[config.mk]
export PLATFORM = sky130hd
export DESIGN_NAME = scmp_mem_arb_flat
export DESIGN_NICKNAME = d
export VERILOG_FILES = /design/src/rtl/scmp_mem_arb_if.sv /design/src/rtl/scmp_mem_arb.sv /design/src/flat_wrapper.sv
export SDC_FILE = /design/constraint.sdc
export NUM_CORES = 1
export LEC_CHECK = 0
export ABC_AREA = 1
export BUFFER_PORTS_ARGS = -buffer_cell sky130_fd_sc_hd__buf_2
export CAP_MARGIN = 10
export CORE_UTILIZATION = 30
export DETAILED_ROUTE_END_ITERATION = 12
export PLACE_DENSITY = 0.54
export SLEW_MARGIN = 0
export SYNTH_ARGS = -nofsm -noshare
export SYNTH_HDL_FRONTEND = slang
export SYNTH_SLANG_ARGS = --single-unit
[constraint.sdc]
create_clock -name clk_50m -period 1.49 [get_ports clk_50m]
set_input_delay 0.447 -clock clk_50m [delete_from_list [all_inputs] [get_ports clk_50m]]
set_output_delay 0.447 -clock clk_50m [all_outputs]
set_load 0.03 [all_outputs]
[src/rtl/scmp_mem_arb_if.sv]
// SC/MP RAM arbiter bus bundle: CPU strobes, debug port and RAM port.
// slave = arbiter side, master = environment (CPU, debugger, RAM).
interface scmp_mem_arb_if #(
    parameter int ADDR_W = 5
);
    logic [11:0]       cpu_addr;
    logic [7:0]        cpu_d_o;
    logic              cpu_rd_n;
    logic              cpu_wr_n;
    logic [7:0]        cpu_d_i;
    logic              dbg_req;
    logic              dbg_we;
    logic [ADDR_W-1:0] dbg_addr;
    logic [7:0]        dbg_wdata;
    logic              dbg_ack;
    logic [7:0]        dbg_rdata;
    logic [ADDR_W-1:0] mem_addr;
    logic              mem_we;
    logic [7:0]        mem_wdata;
    logic [7:0]        mem_rdata;
    logic              bus_err;

    modport slave (
        input  cpu_addr, cpu_d_o, cpu_rd_n, cpu_wr_n,
        input  dbg_req, dbg_we, dbg_addr, dbg_wdata,
        input  mem_rdata,
        output cpu_d_i, dbg_ack, dbg_rdata,
        output mem_addr, mem_we, mem_wdata, bus_err
    );

    modport master (
        output cpu_addr, cpu_d_o, cpu_rd_n, cpu_wr_n,
        output dbg_req, dbg_we, dbg_addr, dbg_wdata,
        output mem_rdata,
        input  cpu_d_i, dbg_ack, dbg_rdata,
        input  mem_addr, mem_we, mem_wdata, bus_err
    );
endinterface

[src/rtl/scmp_mem_arb.sv]
// Shares a single-port sync RAM between SC/MP CPU strobes and a debug port.
// CPU strobe falls are synchronized into clk_50m and always win over debug.
module scmp_mem_arb #(
    parameter int          ADDR_W    = 5,
    parameter logic [7:0]  IDLE_DATA = 8'hFF
) (
    input logic            clk_50m,
    input logic            rst_n,
    scmp_mem_arb_if.slave  io_bus
);
    typedef enum logic [2:0] {
        S_IDLE,
        S_CPU_RD,
        S_CPU_RD_WAIT,
        S_CPU_WR,
        S_DBG_RD,
        S_DBG_RD_WAIT,
        S_DBG_WR
    } state_t;

    state_t r_state;
    state_t w_state_nx;

    // [0] first flop, [1] synced value, [2] previous synced value
    logic [2:0]        r_rd_sync;
    logic [2:0]        r_wr_sync;
    logic              r_rd_pend;
    logic              r_wr_pend;
    logic              r_bus_err;
    logic [7:0]        r_cpu_d_i;
    logic              r_dbg_ack;
    logic [7:0]        r_dbg_rdata;
    logic [ADDR_W-1:0] r_mem_addr;
    logic              r_mem_we;
    logic [7:0]        r_mem_wdata;

    logic              w_rd_fall;
    logic              w_wr_fall;
    logic              w_dbg_ok;
    logic              w_rd_issue;
    logic              w_wr_issue;
    logic [ADDR_W-1:0] w_cpu_addr;
    logic [ADDR_W-1:0] w_mem_addr_nx;
    logic              w_mem_we_nx;
    logic [7:0]        w_mem_wdata_nx;
    logic              w_addr_unused;

    assign w_rd_fall     = r_rd_sync[2] & ~r_rd_sync[1];
    assign w_wr_fall     = r_wr_sync[2] & ~r_wr_sync[1];
    assign w_cpu_addr    = io_bus.cpu_addr[ADDR_W-1:0];
    assign w_addr_unused = ^io_bus.cpu_addr[11:ADDR_W];
    // the ack cycle must not re-accept the request still being held high
    assign w_dbg_ok      = io_bus.dbg_req & ~r_dbg_ack;

    always_comb begin
        w_state_nx     = r_state;
        w_mem_addr_nx  = r_mem_addr;
        w_mem_wdata_nx = r_mem_wdata;
        w_mem_we_nx    = 1'b0;
        w_rd_issue     = 1'b0;
        w_wr_issue     = 1'b0;
        unique case (r_state)
            S_IDLE: begin
                if (r_wr_pend) begin
                    w_state_nx     = S_CPU_WR;
                    w_mem_addr_nx  = w_cpu_addr;
                    w_mem_wdata_nx = io_bus.cpu_d_o;
                    w_mem_we_nx    = 1'b1;
                    w_wr_issue     = 1'b1;
                end else if (r_rd_pend) begin
                    w_state_nx    = S_CPU_RD;
                    w_mem_addr_nx = w_cpu_addr;
                    w_rd_issue    = 1'b1;
                end else if (w_dbg_ok && io_bus.dbg_we) begin
                    w_state_nx     = S_DBG_WR;
                    w_mem_addr_nx  = io_bus.dbg_addr;
                    w_mem_wdata_nx = io_bus.dbg_wdata;
                    w_mem_we_nx    = 1'b1;
                end else if (w_dbg_ok) begin
                    w_state_nx    = S_DBG_RD;
                    w_mem_addr_nx = io_bus.dbg_addr;
                end
            end
            S_CPU_RD: w_state_nx = S_CPU_RD_WAIT;
            S_DBG_RD: w_state_nx = S_DBG_RD_WAIT;
            default:  w_state_nx = S_IDLE;
        endcase
    end

    always_ff @(posedge clk_50m or negedge rst_n) begin
        if (!rst_n) begin
            r_state     <= S_IDLE;
            r_rd_sync   <= 3'b111;
            r_wr_sync   <= 3'b111;
            r_rd_pend   <= 1'b0;
            r_wr_pend   <= 1'b0;
            r_bus_err   <= 1'b0;
            r_cpu_d_i   <= IDLE_DATA;
            r_dbg_ack   <= 1'b0;
            r_dbg_rdata <= 8'h00;
            r_mem_addr  <= '0;
            r_mem_we    <= 1'b0;
            r_mem_wdata <= 8'h00;
        end else begin
            r_state     <= w_state_nx;
            r_rd_sync   <= {r_rd_sync[1:0], io_bus.cpu_rd_n};
            r_wr_sync   <= {r_wr_sync[1:0], io_bus.cpu_wr_n};
            // a read edge coinciding with a write edge is dropped
            r_rd_pend   <= (w_rd_fall & ~w_wr_fall) | (r_rd_pend & ~w_rd_issue);
            r_wr_pend   <= w_wr_fall | (r_wr_pend & ~w_wr_issue);
            r_bus_err   <= r_bus_err | (w_rd_fall & w_wr_fall);
            r_mem_addr  <= w_mem_addr_nx;
            r_mem_we    <= w_mem_we_nx;
            r_mem_wdata <= w_mem_wdata_nx;
            r_dbg_ack   <= (r_state == S_DBG_WR) || (r_state == S_DBG_RD_WAIT);
            if (r_state == S_DBG_RD_WAIT) begin
                r_dbg_rdata <= io_bus.mem_rdata;
            end
            if (r_state == S_CPU_RD_WAIT) begin
                r_cpu_d_i <= io_bus.mem_rdata;
            end else if (r_rd_sync[1]) begin
                r_cpu_d_i <= IDLE_DATA;
            end
        end
    end

    assign io_bus.cpu_d_i   = r_cpu_d_i;
    assign io_bus.dbg_ack   = r_dbg_ack;
    assign io_bus.dbg_rdata = r_dbg_rdata;
    assign io_bus.mem_addr  = r_mem_addr;
    assign io_bus.mem_we    = r_mem_we;
    assign io_bus.mem_wdata = r_mem_wdata;
    assign io_bus.bus_err   = r_bus_err;
endmodule

[src/flat_wrapper.sv]
// flat-port wrapper written by rule: the top's interface ports become plain ports
module scmp_mem_arb_flat 
#(
    parameter int          ADDR_W    = 5,
    parameter logic [7:0]  IDLE_DATA = 8'hFF
)
  (clk_50m, rst_n, io_bus_cpu_addr, io_bus_cpu_d_o, io_bus_cpu_rd_n, io_bus_cpu_wr_n, io_bus_dbg_req, io_bus_dbg_we, io_bus_dbg_addr, io_bus_dbg_wdata, io_bus_mem_rdata, io_bus_cpu_d_i, io_bus_dbg_ack, io_bus_dbg_rdata, io_bus_mem_addr, io_bus_mem_we, io_bus_mem_wdata, io_bus_bus_err);
  scmp_mem_arb_if #(.ADDR_W(ADDR_W)) io_bus_i ();
  input logic clk_50m;
  input logic rst_n;
  input wire logic [$bits(io_bus_i.cpu_addr)-1:0] io_bus_cpu_addr;
  input wire logic [$bits(io_bus_i.cpu_d_o)-1:0] io_bus_cpu_d_o;
  input wire logic [$bits(io_bus_i.cpu_rd_n)-1:0] io_bus_cpu_rd_n;
  input wire logic [$bits(io_bus_i.cpu_wr_n)-1:0] io_bus_cpu_wr_n;
  input wire logic [$bits(io_bus_i.dbg_req)-1:0] io_bus_dbg_req;
  input wire logic [$bits(io_bus_i.dbg_we)-1:0] io_bus_dbg_we;
  input wire logic [$bits(io_bus_i.dbg_addr)-1:0] io_bus_dbg_addr;
  input wire logic [$bits(io_bus_i.dbg_wdata)-1:0] io_bus_dbg_wdata;
  input wire logic [$bits(io_bus_i.mem_rdata)-1:0] io_bus_mem_rdata;
  output wire logic [$bits(io_bus_i.cpu_d_i)-1:0] io_bus_cpu_d_i;
  output wire logic [$bits(io_bus_i.dbg_ack)-1:0] io_bus_dbg_ack;
  output wire logic [$bits(io_bus_i.dbg_rdata)-1:0] io_bus_dbg_rdata;
  output wire logic [$bits(io_bus_i.mem_addr)-1:0] io_bus_mem_addr;
  output wire logic [$bits(io_bus_i.mem_we)-1:0] io_bus_mem_we;
  output wire logic [$bits(io_bus_i.mem_wdata)-1:0] io_bus_mem_wdata;
  output wire logic [$bits(io_bus_i.bus_err)-1:0] io_bus_bus_err;
  assign io_bus_i.cpu_addr = io_bus_cpu_addr;
  assign io_bus_i.cpu_d_o = io_bus_cpu_d_o;
  assign io_bus_i.cpu_rd_n = io_bus_cpu_rd_n;
  assign io_bus_i.cpu_wr_n = io_bus_cpu_wr_n;
  assign io_bus_i.dbg_req = io_bus_dbg_req;
  assign io_bus_i.dbg_we = io_bus_dbg_we;
  assign io_bus_i.dbg_addr = io_bus_dbg_addr;
  assign io_bus_i.dbg_wdata = io_bus_dbg_wdata;
  assign io_bus_i.mem_rdata = io_bus_mem_rdata;
  assign io_bus_cpu_d_i = io_bus_i.cpu_d_i;
  assign io_bus_dbg_ack = io_bus_i.dbg_ack;
  assign io_bus_dbg_rdata = io_bus_i.dbg_rdata;
  assign io_bus_mem_addr = io_bus_i.mem_addr;
  assign io_bus_mem_we = io_bus_i.mem_we;
  assign io_bus_mem_wdata = io_bus_i.mem_wdata;
  assign io_bus_bus_err = io_bus_i.bus_err;
  scmp_mem_arb #(.ADDR_W(ADDR_W), .IDLE_DATA(IDLE_DATA)) u_core (.clk_50m(clk_50m), .rst_n(rst_n), .io_bus(io_bus_i));
endmodule
==> results of run 1 <==
## power by group
group / leakage (nW) / switching [W] / internal [W]
Clock: 0.0644 / 0.000411 / 0.000668
Combinational: 0.802 / 0.00202 / 0.000891
Sequential: 0.502 / 0.000267 / 0.00171
Total: 1.37 / 0.00270 / 0.00327
## repair_timing
| action | CTS | global route |
|---|---|---|
| gates resized for setup | 1 | 7 |
| endpoints found under the setup margin | 1 | 5 |
| cloned | 0 | 0 |
| hold endpoints to repair | 0 | 0 |
## cells in the final DEF, fill, tap and decap left out, types with 3 or more instances in the layout
| cell | count |
|---|---|
| clkbuf_4 | 3 |
| dfstp_2 | 14 |
| nor2_2 | 3 |
| nand2_2 | 7 |
| inv_2 | 7 |
| o21ai_2 | 9 |
| buf_4 | 5 |
| nand3_1 | 11 |
| nor2_1 | 26 |
| dfrtp_1 | 29 |
| clkbuf_8 | 5 |
| nand2_1 | 82 |
| buf_2 | 65 |
| inv_1 | 13 |
## metal layers
layer  wire, um  track usage  share of wire  up-vias
met4         48      0.05263          0.012        0
met5          0            0              0        -
li1           -            -              -      810
met2       1884       0.2142           0.47       31
met1       1859       0.1580           0.47      685
met3        204      0.04000          0.051        6
## final cells by class
cell class,count,share of cell area
multi-input combinational,149,0.2833
tap,75,0.03728
inverter,20,0.02982
clock buffer,5,0.02734
timing repair buffer,74,0.1610
clock inverter,3,0.02684
sequential,43,0.4344
## flip-flops by register name (all words and copies together), names as in the netlist
name,flops
u_core.io_bus.bus_err,1
u_core.io_bus.cpu_d_i,8
u_core.io_bus.dbg_ack,1
u_core.io_bus.dbg_rdata,8
u_core.io_bus.mem_addr,5
u_core.io_bus.mem_wdata,8
u_core.io_bus.mem_we,1
u_core.r_rd_pend,1
u_core.r_rd_sync,3
u_core.r_state,3
u_core.r_wr_pend,1
u_core.r_wr_sync,3
## path summary, 6_finish.rpt
kind,end,slack [ns],cells past startpoint
min in group clk_50m,u_core.r_wr_sync[0],0.23,1
max in group asynchronous,u_core.r_rd_sync[0],1.10,2
max reg2reg,u_core.io_bus.mem_wdata[2],0.26,6
min,u_core.io_bus.dbg_rdata[0],0.11,2
min reg2reg,u_core.r_rd_sync[1],0.36,0
max,io_bus_cpu_d_i[4],0.03,1
## through the flow
stage / worst slack, ns / area, um2 / total power, W
after detailed placement: 0.2045 / 2366 / 0.004932
final: 0.02686 / 2517 / 0.005965
after global placement: 0.2256 / 2366 / 0.004885
after global routing: 0.001094 / 2517 / 0.006425
after CTS: 0.003048 / 2505 / 0.006046
after floorplan: 0.3798 / 1902 / 0.004127
## cell families after synthesis
family / count (synthesis)
simple gates: 135
flops: 43
buf+inv: 23
compound gates: 14
==> key figures, run 1 <==
Critical path
  • Cell family with most CP delay: flip-flops
  • Worst Setup SP: u_core.io_bus.cpu_d_i[4]
  • CP Capture Type: primary output
  • Slowest-stage cell, CP: dfstp_2
  • Reg2reg start: u_core.r_state[0]
  • Critical Path AT: approximately 1 ns
  • Worst path bufs/invs: 1
  • CP peak stage delay: 0.53 ns
  • Crit path launch type: flip-flop
  • Critical Path RT: roughly 1.0 ns
  • Critical path, cell by cell: buf_2
  • Setup CP Type: flip-flop to primary output
  • Max FO, Critical Path: 2

Clocking
  • Postcts setup bufs: 0
  • Number of buffers on the longest clock path: 2
  • Htree depth: 2
  • Hold buffer count at CTS: 0
  • CTS root buf: clkbuf_8
  • TritonCTS clock tree: built
  • Sink Count: 43
  • Clk Latency, worst-skew pair: 0.30 ns
  • Reg clk slew, reported paths: approximately 0.080 ns
  • TritonCTS buffer count: 5

Timing
  • Relative slew slack: 0.7292
  • Worst hold slack: about 0.11 ns
  • Setup TNS: 0 ns
  • RSZ-0062 raised after global routing: no
  • Setup violators final: 0
  • Hold Violations, Final: 0
  • Max Clock Freq: roughly 680 MHz
  • Final worst path period share: 0.9820
  • Fin crit period: 1.463 ns
  • Least-Margin Pin Slew: around 0.4 ns
  • Fin. max-slew vios: 0
  • Clock skew: about 0.0074 ns

Place
  • I/O Buffers: between 70 and 80
  • GP Congestion: a little under 0.7
  • Placed cells: between 300 and 400
  • DP HPWL: approximately 2900 um

Yosys
  • Synth cell types: 20
  • Adder-cell share of the synthesized area: 0
  • Register area share after synthesis: 0.5750
  • Synth cell count leaders: nand2_1, dfrtp_1, nor2_1
  • #FFs+latches synth: between 40 and 50
  • Post-synth top area share: 0.3816
  • Prevailing post-synth register cell: dfrtp_1
  • YS warnings: 0
  • Cells after Synth: 215
  • Yosys top cell by area: dfrtp_1
  • Synth Area per Inst: around 8.8 um2
  • Post-synthesis mux area share: 0
  • Post-synthesis simple-gate area fraction: 0.3191
  • Post-Synthesis Net Count: 262
  • Post-synth EDFFs: 0
  • Post-synth ARST share: 1.000
  • Dominant cell by count in the synthesized netlist: nand2_1
  • Compound-Gate Fraction of Synth Area: 0.05592
  • Largest family of logic cells by synthesized area: simple AND/OR/NAND/NOR gates
  • Post-synthesis xor/xnor area fraction: 0
  • Syn Std Cell Area: ~1900 um2
  • Main area contributors after synthesis: dfrtp_1, dfstp_2, nand2_1

Route
  • Drt pass-1 iters: 4
  • Post-route ant nets: 0
  • Detailed Route WL: around 4000 um
  • Wire per inst: ~11 um
  • Via/cell ratio: just over 4
  • Detailed-route DRC error count: 0
  • Via count: 1532
  • DR iter-0 viols: 68

Power and ir drop
  • Leak Pwr: 1.368 nW
  • Max VDD drop: between 0.0007 and 0.0008 V
  • PwrDens: around 2400 nW/um2

GRT
  • Vias in the first global route: approximately 1500
  • First-pass GRT wire length: between 6000 and 7000 um
  • Total grt overflow: 0
  • Tot GR Track Use: 0.1301
  • Initial antenna violation count: 0
  • Largest net degree at the start of global routing: 44

Die
  • Core footprint: between 6000 and 7000 um2
  • Die H: approximately 82 um
  • Die area: ~6700 um2
  • Row cnt: 28
  • I/O Pins: 79
  • Starting Density: 0.3156
  • Die X: approximately 80 um

Finish
  • Final core utilization: 0.4178
  • # diodes: 0
  • Multi-input logic area: between 700 and 800 um2
  • Final nets: between 300 and 400
  • Ratio of cells with drive above 1 in the final layout: 0.4354
  • Reg area: about 1100 um2
  • Non-Filler Instances: about 370
  • Area Growth Syn to Fin: 32.37%
  • Fillers: around 650

Run status
  • Status: finished clean

Hold path
  • Hold WC Path Type: input port to asynchronous set/reset pin

Run
  • Reported max-cap violation count: 0
Power figures use the tool's default switching activity.
==> inputs of run 2 (changes only) <==
--- a/config.mk
+++ b/config.mk
@@ -10,7 +10,7 @@
 export CAP_MARGIN = 10
 export CORE_UTILIZATION = 30
 export DETAILED_ROUTE_END_ITERATION = 12
-export PLACE_DENSITY = 0.54
+export PLACE_DENSITY = 0.52
 export SLEW_MARGIN = 0
 export SYNTH_ARGS = -nofsm -noshare
 export SYNTH_HDL_FRONTEND = slang
==> constraint.sdc (replaced) <==
create_clock -name clk_50m -period 1.49 [get_ports clk_50m]
set_input_delay 0.447 -clock clk_50m [delete_from_list [all_inputs] [get_ports clk_50m]]
set_output_delay 0.447 -clock clk_50m [all_outputs]
set_load 0.01 [all_outputs]
==> key figures, run 2 (synthesis gave the netlist of run 1 again) <==
Run status
  • Status: finished clean (unchanged)

Power and ir drop
  • Sw Ratio: 0.3892 (was 0.4520)
  • Comb pwr share: 0.428 (was 0.488)
  • Clk network pwr share: 0.199 (was 0.181)
  • Int Pwr: 0.003238 W (was 0.003269 W)
  • Seq pwr share: 0.372 (was 0.331)
  • Net load switching power: 0.002064 W (was 0.002696 W)
  • Max VDD drop: 0.0006982 V (was 0.0007815 V)
  • Leak Pwr: 1.368 nW (about the same)
  • PwrDens: 2109 nW/um2 (was 2370 nW/um2)

Critical path
  • CP Capture Type: primary output (unchanged)
  • Worst path bufs/invs: 1 (unchanged)
  • Critical Path AT: 0.95 ns (was 1.02 ns)
  • FF-to-FF setup slack: 0.25 ns (was 0.26 ns)
  • Slowest-stage cell, CP: dfstp_2 (unchanged)
  • Crit path launch type: flip-flop (unchanged)
  • Setup CP Type: flip-flop to primary output (unchanged)
  • Cell family with most CP delay: flip-flops (unchanged)
  • Max FO, Critical Path: 2 (unchanged)
  • CP peak stage delay: 0.53 ns (about the same)
  • Critical path, cell by cell: buf_2 (unchanged)
  • Critical Path RT: 1.04 ns (about the same)

GRT
  • Initial antenna violation count: 0 (unchanged)
  • Tot GR Track Use: 0.1361 (was 0.1301)
  • First-pass GRT wire length: 6803 um (was 6506 um)
  • Vias in the first global route: 1526 (was 1455)
  • Total grt overflow: 0 (unchanged)
  • Largest net degree at the start of global routing: 44 (unchanged)

Clocking
  • Reg clk slew, reported paths: 0.08 ns (about the same)
  • Number of buffers on the longest clock path: 2 (unchanged)
  • Clk Latency, worst-skew pair: 0.29 ns (was 0.30 ns)
  • Postcts setup bufs: 0 (unchanged)
  • Htree depth: 2 (unchanged)
  • Sink Count: 43 (unchanged)
  • Post_cts resized: 0 (was 1)
  • Hold buffer count at CTS: 0 (unchanged)
  • TritonCTS buffer count: 5 (unchanged)
  • CTS root buf: clkbuf_8 (unchanged)
  • TritonCTS clock tree: built (unchanged)

Timing
  • Fin. max-slew vios: 0 (unchanged)
  • Relative slew slack: 0.7841 (was 0.7292)
  • Setup violators final: 0 (unchanged)
  • Hold Violations, Final: 0 (unchanged)
  • Fin crit period: 1.399 ns (was 1.463 ns)
  • Worst hold slack: 0.1101 ns (was 0.1059 ns)
  • Setup TNS: 0 ns (unchanged)
  • Worst setup margin: 0.09073 ns (was 0.02686 ns)
  • Max Clock Freq: 714.7 MHz (was 683.5 MHz)
  • Least-Margin Pin Slew: 0.3226 ns (was 0.4058 ns)
  • RSZ-0062 raised after global routing: no (unchanged)
  • Final worst path period share: 0.9391 (was 0.9820)
  • Clock skew: 0.006763 ns (was 0.007395 ns)

Finish
  • Area Growth Syn to Fin: 32.17% (was 32.37%)
  • Final nets: 342 (was 340)
  • Post-route cell area: 2514 um2 (was 2517 um2)
  • Reg area: 1094 um2 (unchanged)
  • Ratio of cells with drive above 1 in the final layout: 0.4358 (was 0.4354)
  • Fillers: 653 (was 648)
  • Commonest non-fill, non-tap cell in the layout: nand2_1 (unchanged)
  • Non-Filler Instances: 371 (was 369)
  • # diodes: 0 (unchanged)
  • Commonest non-fill, non-tap cells in the layout: nand2_1, buf_2, dfrtp_1 (unchanged)
  • Multi-input logic area: 713.2 um2 (unchanged)

Place
  • DP HPWL: 3026 um (was 2904 um)
  • Placed cells: 363 (was 361)
  • Post-Place Setup Slack: 0.1115 ns (was 0.2045 ns)
  • Post-place instance area: 2381 um2 (was 2366 um2)
  • I/O Buffers: 71 (unchanged)
  • GP Congestion: 0.7548 (was 0.6867)

Die
  • Die H: 81.62 um (unchanged)
  • Die X: 81.62 um (unchanged)
  • I/O Pins: 79 (unchanged)
  • Starting Density: 0.3156 (unchanged)
  • Core footprint: 6026 um2 (unchanged)
  • Die area: 6662 um2 (unchanged)
  • Row cnt: 28 (unchanged)

Route
  • Drt pass-1 iters: 4 (unchanged)
  • DR iter-0 viols: 32 (was 68)
  • Via/cell ratio: 4.189 (was 4.152)
  • Detailed Route WL: 4040 um (was 3997 um)
  • Via count: 1554 (was 1532)
  • Post-route ant nets: 0 (unchanged)
  • Detailed-route DRC error count: 0 (unchanged)
  • Wire per inst: 10.89 um (was 10.83 um)

Run
  • Reported max-cap violation count: 0 (unchanged)

Hold path
  • Hold WC Path Type: input port to asynchronous set/reset pin (unchanged)
[run 2: cell types whose count changed in the layout (fill, tap and decap cells not counted)]
cell        before  now
buf_4            5    4
clkbuf_4         3    0
buf_2           65   71
clkinvlp_4       1    0
clkbuf_1         0    1
[run 2: final cells by class]
| type | instances | share of cell area |
|---|---|---|
| Multi-Input combinational cell | 149 | 0.2837 |
| Tap cell | 75 | 0.03733 |
| Inverter | 20 | 0.02987 |
| Clock buffer | 6 | 0.02887 |
| Sequential cell | 43 | 0.4350 |
| Clock inverter | 2 | 0.02389 |
| Timing Repair Buffer | 76 | 0.1613 |
[run 2: metrics by stage]
stage,utilization,total power [W]
5_1_grt,0.4172,0.005812
3_3_place_gp,0.3951,0.004283
2_1_floorplan,-,0.003533
6_report,0.4172,0.005302
4_1_cts,0.4172,0.005416
3_5_place_dp,0.3951,0.004333
[run 2: worst reg2reg max path: cells and delay by family, from the launching register on]
kind          cells  cell delay [ns]
simple gates      6             0.67
flops             1             0.45
[run 2: worst paths after layout]
check                                          from                    endpoint  depth (start not counted)
hold / removal                                rst_n   u_core.io_bus.mem_addr[3]                          2
setup / recovery           u_core.io_bus.cpu_d_i[6]           io_bus_cpu_d_i[6]                          1
hold reg to reg                 u_core.r_wr_sync[0]         u_core.r_wr_sync[1]                          0
setup reg to reg                  u_core.r_state[0]  u_core.io_bus.mem_wdata[1]                          6
max in group asynchronous                     rst_n    u_core.io_bus.cpu_d_i[2]                          2
min in group clk_50m                io_bus_cpu_wr_n         u_core.r_wr_sync[0]                          1
[run 2: metal layers]
metal	track usage	vias to the layer above	wire (um)
met5	0	-	0
met4	0.04211	0	41
met3	0.04889	4	180
met2	0.2200	27	1997
met1	0.1691	709	1820
li1	-	814	-
[run 2: power by group through the flow]
stage / Sequential (W) / Clock (W) / Combinational, W
after detailed placement: 0.00200 / 0 / 0.00233
after global placement: 0.00199 / 0 / 0.00229
final: 0.00197 / 0.00106 / 0.00227
after floorplan: 0.00218 / 0 / 0.00136
after global routing: 0.00204 / 0.00116 / 0.00262
after CTS: 0.00198 / 0.00110 / 0.00233
